<file path="src/rtl/odd_result_fwd.sv">
// Permute-unit result forwarding: a 3-deep result shift line that feeds the
// register-file write port and supplies newest-first operand bypass.
module odd_result_fwd (
  input  logic         clk,
  input  logic         reset,
  input  logic [0:127] in_rt,
  input  logic [6:0]   in_rt_addr,
  input  logic         in_reg_write,
  input  logic         flush,
  input  logic [6:0]   ra_addr,
  input  logic [6:0]   rb_addr,
  input  logic [6:0]   rc_addr,
  output logic [0:127] ra_fwd,
  output logic [0:127] rb_fwd,
  output logic [0:127] rc_fwd,
  output logic         ra_hit,
  output logic         rb_hit,
  output logic         rc_hit,
  output logic         rf_we,
  output logic [6:0]   rf_waddr,
  output logic [0:127] rf_wdata,
  output logic [15:0]  retire_count
);

  logic [2:0][127:0] fw_data_r;
  logic [2:0][6:0]   fw_addr_r;
  logic [2:0]        fw_we_r;
  logic [15:0]       retire_count_r;

  logic              cap_we_s;
  logic [3:0][127:0] src_data_s;
  logic [3:0][6:0]   src_addr_s;
  logic [3:0]        src_we_s;
  logic [128:0]      ra_res_s;
  logic [128:0]      rb_res_s;
  logic [128:0]      rc_res_s;

  // Oldest source is scanned first so a newer match overwrites it: index 0 wins.
  function automatic logic [128:0] fwd_lookup(
    input logic [6:0]        addr,
    input logic [3:0]        we,
    input logic [3:0][6:0]   addrs,
    input logic [3:0][127:0] data
  );
    logic [128:0] res;
    res = {1'b0, 128'd0};
    for (int i = 3; i >= 0; i--) begin
      res = (we[i] && (addrs[i] == addr)) ? {1'b1, data[i]} : res;
    end
    return res;
  endfunction

  assign cap_we_s = in_reg_write & ~flush;

  // Result shift line and retirement counter; reset clears all in-flight results.
  always_ff @(posedge clk) begin
    if (reset) begin
      fw_data_r      <= '0;
      fw_addr_r      <= '0;
      fw_we_r        <= 3'b000;
      retire_count_r <= 16'd0;
    end else begin
      fw_data_r[2]   <= fw_data_r[1];
      fw_addr_r[2]   <= fw_addr_r[1];
      fw_we_r[2]     <= fw_we_r[1];
      fw_data_r[1]   <= fw_data_r[0];
      fw_addr_r[1]   <= fw_addr_r[0];
      fw_we_r[1]     <= fw_we_r[0];
      fw_data_r[0]   <= cap_we_s ? in_rt : 128'd0;
      fw_addr_r[0]   <= cap_we_s ? in_rt_addr : 7'd0;
      fw_we_r[0]     <= cap_we_s;
      retire_count_r <= retire_count_r + {15'd0, fw_we_r[2]};
    end
  end

  // Bypass sources ordered newest first; index 0 is the live input.
  always_comb begin
    src_data_s    = '0;
    src_addr_s    = '0;
    src_we_s      = 4'b0000;
    src_data_s[0] = in_rt;
    src_addr_s[0] = in_rt_addr;
    src_we_s[0]   = cap_we_s;
    for (int i = 0; i < 3; i++) begin
      src_data_s[i+1] = fw_data_r[i];
      src_addr_s[i+1] = fw_addr_r[i];
      src_we_s[i+1]   = fw_we_r[i];
    end
    ra_res_s = fwd_lookup(ra_addr, src_we_s, src_addr_s, src_data_s);
    rb_res_s = fwd_lookup(rb_addr, src_we_s, src_addr_s, src_data_s);
    rc_res_s = fwd_lookup(rc_addr, src_we_s, src_addr_s, src_data_s);
  end

  assign ra_hit       = ra_res_s[128];
  assign ra_fwd       = ra_res_s[127:0];
  assign rb_hit       = rb_res_s[128];
  assign rb_fwd       = rb_res_s[127:0];
  assign rc_hit       = rc_res_s[128];
  assign rc_fwd       = rc_res_s[127:0];

  assign rf_we        = fw_we_r[2];
  assign rf_waddr     = fw_addr_r[2];
  assign rf_wdata     = fw_data_r[2];
  assign retire_count = retire_count_r;

endmodule

</file>
<file path="config.mk">
export PLATFORM = sky130hd
export DESIGN_NAME = odd_result_fwd
export DESIGN_NICKNAME = d
export VERILOG_FILES = /design/src/rtl/odd_result_fwd.sv
export SDC_FILE = /design/constraint.sdc
export NUM_CORES = 1
export LEC_CHECK = 0
export ABC_AREA = 0
export BUFFER_PORTS_ARGS = -buffer_cell sky130_fd_sc_hd__buf_2
export CAP_MARGIN = 10
export CORE_AREA = 2 2 269 271
export CTS_BUF_LIST = sky130_fd_sc_hd__clkbuf_8
export CTS_CLUSTER_DIAMETER = 150
export DETAILED_ROUTE_END_ITERATION = 8
export DIE_AREA = 0 0 271 273
export HOLD_SLACK_MARGIN = 0.12
export SYNTH_ARGS = -nofsm -noshare
export SYNTH_HDL_FRONTEND = slang
export SYNTH_SLANG_ARGS = --single-unit
export TNS_END_PERCENT = 1
</file>
<file path="constraint.sdc">
create_clock -name clk -period 1.9 [get_ports clk]
set_input_delay 0.095 -clock clk [delete_from_list [all_inputs] [get_ports clk]]
set_output_delay 0.095 -clock clk [all_outputs]
set_load 0.005 [all_outputs]
</file>
==> flow_summary_export.csv <==
group,metric,value,unit
setup_path,required,1.80,ns
synth,synth_cell_types,33,
synth,syn_area_per_cell,7.34,µm²
drt,drt-initial-drc-count,3996,
synth,async_flop_share,0,%
power_and_ir_drop,p_leak,17.4,nW
flow_run,maxCapViolCount,0,
synth,yosys-top-cells-count,"522 x nand2_1, 440 x o21ai_0, 424 x dfxtp_1",
floorplanning,core-area,71000,µm²
drt,drt_pass1_iterations,8,
timing,rsz0062_at_grt,"true",
global_routing,grt_overflow_total,0,
timing,fmax,324,MHz
power_and_ir_drop,p_int,0.0149,W
synth,syn_nets,3828,
synth,syn_inst,3666,
placement,pre_cts_ws,-0.637,ns
timing,hold_violations,0,
clock_tree,clockBufferDepth,3,
synth,synth_top_area_share,31.5,%
setup_path,r2r_slack,0.14,ns
synth,ys.flop_type,"dfxtp_1",
power_and_ir_drop,seqPwrFrac,44.9,%
drt,vias_per_cell,6.12,
hold_path,hp-start,"in_rt[38]",
global_routing,grt_util_all_layers,34.8,%
layout,synthToLayoutAreaGrowth,43.4,%
timing,slew-limit-headroom,68.6,%
floorplanning,start_util,37.9,%
setup_path,worstPathArrival,2.99,ns
layout,layout.nets,4677,
placement,io_buffers,698,
timing,clock_skew,0.0482,ns
power_and_ir_drop,pwr-share-comb,8.5,%
setup_path,rr_worst_depth,9,
power_and_ir_drop,p_sw_share,27.2,%
clock_tree,clk_latency,0.70,ns
hold_path,hold_path.class,"in -> reg",
timing,post-route-period-util,162,%
floorplanning,die_y,273,µm
drt,routedWlPerCell,24.8,µm
setup_path,crit_fanout,38,
floorplanning,dieArea,74000,µm²
clock_tree,numCtsBuffers,81,
synth,yosysMostFrequentCell,"nand2_1",
global_routing,first_global_vias,31600,
global_routing,grt_pass1_wl,200000,µm
clock_tree,cts_tree,"yes",
hold_path,holdPathEnd,"fw_data_r[89]$_SDFF_PP0_",
synth,synth_top_cell_by_area,"dfxtp_1",
layout,final_area,38600,µm²
drt,ant_nets,0,
hold_path,worstHoldPathCells,3,
setup_path,cp-end-kind,"primary output",
clock_tree,root_buffer,"clkbuf_8",
status,violations,"negative setup slack",
power_and_ir_drop,p_clk_share,46.6,%
setup_path,r2r-end,"retire_count[12]$_SDFF_PP0_",
power_and_ir_drop,vdd_drop_max,0.470,mV
layout,drive_gt1_share,33.6,%
floorplanning,chipWidth,271,µm
clock_tree,cts_sinks,424,
synth,syn_area,26900,µm²
timing,slew_viol_final,0,
synth,synth-seq-area-share,31.5,%
timing,setup-violations-final,387,
timing,timing.final.crit_period,3.09,ns
setup_path,worstSetupPathType,"reg -> out",
clock_tree,path_clk_slew,0.07,ns
placement,dp_hpwl,92400,µm
drt,drc,0,
setup_path,worstReg2RegStart,"fw_we_r[2]$_SDFF_PP0_",
global_routing,grt_max_degree,84,
power_and_ir_drop,switchingPower,0.00557,W
floorplanning,num_rows,98,
floorplanning,ios,699,
placement,place.gp.congestion,0.947,
placement,placed_area,33900,µm²
setup_path,crit_path_start_kind,"register",
synth,ys_warn_count,0,
global_routing,antenna_found_initial,3,
synth,synth_area_leaders,"dfxtp_1 32%, o311a_1 12%, o21ai_0 8.2%, nand2_1 7.3%, nor2b_1 6.3%",
synth,ys_seq_elements,424,
status,status,"finished, violations left",
clock_tree,htreeDepth,3,
timing,fin_ws,-1.19,ns
timing,worstMarginPinSlew,0.470,ns
power_and_ir_drop,power.total,0.0205,W
synth,synth_edf_count,0,
drt,wl,137000,µm
power_and_ir_drop,power_density,531,nW/µm²
drt,via_count,33800,
flip-flops by register name (all words and copies together) (netlist names):
name          flops
rf_wdata        128
rf_waddr          7
fw_addr_r        14
retire_count     16
fw_data_r       256
fw_we_r           3
cells by family after synthesis:
kind of cell / count (synthesis) / synth area share (%)
compound gates: 1159 / 28.4
xor+xnor: 96 / 3.15
fa+ha+maj: 2 / 0.0930
buf+inv: 558 / 10.1
flops: 424 / 31.5
simple gates: 1427 / 26.7
stage by stage:
step / cells / utilization [%] / setup TNS (ns) / hold WS (ns)
6_report: 5524 / 54.3 / -392.39 / 0.189
5_1_grt: 5524 / 54.3 / -431.87 / 0.170
4_1_cts: 5518 / 53.3 / -409.18 / 0.124
3_5_place_dp: 5221 / 47.7 / -137.35 / 0.345
3_3_place_gp: 5221 / 47.7 / -145.61 / 0.342
2_1_floorplan: 3666 / - / 0 / 0.217
routing by layer:
layer  GRT usage, %  part of all wire (%)
met5              0                     0
met4           18.7                   6.0
met3           6.43                    10
met2           55.0                    45
met1           45.0                    39
power groups by stage:
stage | clock network [W] | logic [W] | registers, W
after floorplan | 0 | 0.000552 | 0.00933
after global placement | 0 | 0.00139 | 0.00939
after detailed placement | 0 | 0.00139 | 0.00938
after CTS | 0.00966 | 0.00167 | 0.00919
after global routing | 0.0100 | 0.00182 | 0.00922
final | 0.00956 | 0.00174 | 0.00920
worst max-delay path, stage by stage, from the launching register on:
cell and delay (ns):
dfxtp_1 0.37, xor2_1 0.19, nor4_1 0.32, nand4_1 0.25, buf_4 0.23, buf_12 0.16
buf_12 0.20, o21ai_0 0.28, o21ai_2 0.12, buf_2 0.14
layout make-up:
type                       instances  area [µm²]
sequential                       424        8510
timing repair buffer            1302       10200
clock inverter                    45         334
antenna                            2        5.00
fill                            6696       32400
clock buffer                      95        1310
inverter                          22        82.6
multi-input combinational       2684       16900
tap                              950        1190
worst max-delay path by stage:
stage / from / end / slack, ns / cells after the start
after floorplan: rf_waddr[3]$_SDFF_PP0_ / rc_fwd[100] / 0.01 / 7
after global placement: fw_addr_r[7]$_SDFF_PP0_ / rc_fwd[104] / -0.63 / 11
after detailed placement: rf_waddr[1]$_SDFF_PP0_ / rc_fwd[111] / -0.64 / 9
after CTS: rf_waddr[5]$_SDFF_PP0_ / ra_fwd[125] / -1.23 / 9
after global routing: rf_waddr[4]$_SDFF_PP0_ / ra_fwd[59] / -1.27 / 10
final: fw_addr_r[2]$_SDFF_PP0_ / ra_fwd[76] / -1.19 / 9
what timing repair did:
action,CTS,global route
setup endpoints to repair,387,393
hold buffers,145,0
pin swaps,93,183
cloned,3,2
endpoints found under the hold margin,423,0
resized for setup,188,171
setup buffers,10,2
layout by cell type, fill, tap and decap left out, types with 7 or more instances in the layout:
cell type      count
and2_1           167
xnor2_1           18
nor4_1            16
inv_1             48
dfxtp_2           12
buf_6             26
o311a_1          309
o21ai_1          228
nor4_2            11
nor2b_1          273
o21ai_0          385
and3_1            66
and2_4             7
xor2_1            67
clkbuf_8          95
o311a_4           10
nand4_1            7
nor2_1            16
clkinv_2           9
a211oi_1           8
nand2_1          517
buf_4            304
a311oi_2          23
a311oi_1          27
buf_2            693
nand3_1          321
dfxtp_1          410
buf_12           120
dlygate4sd3_1    145
o21ai_2          157
(Power assumes the default switching activity.)
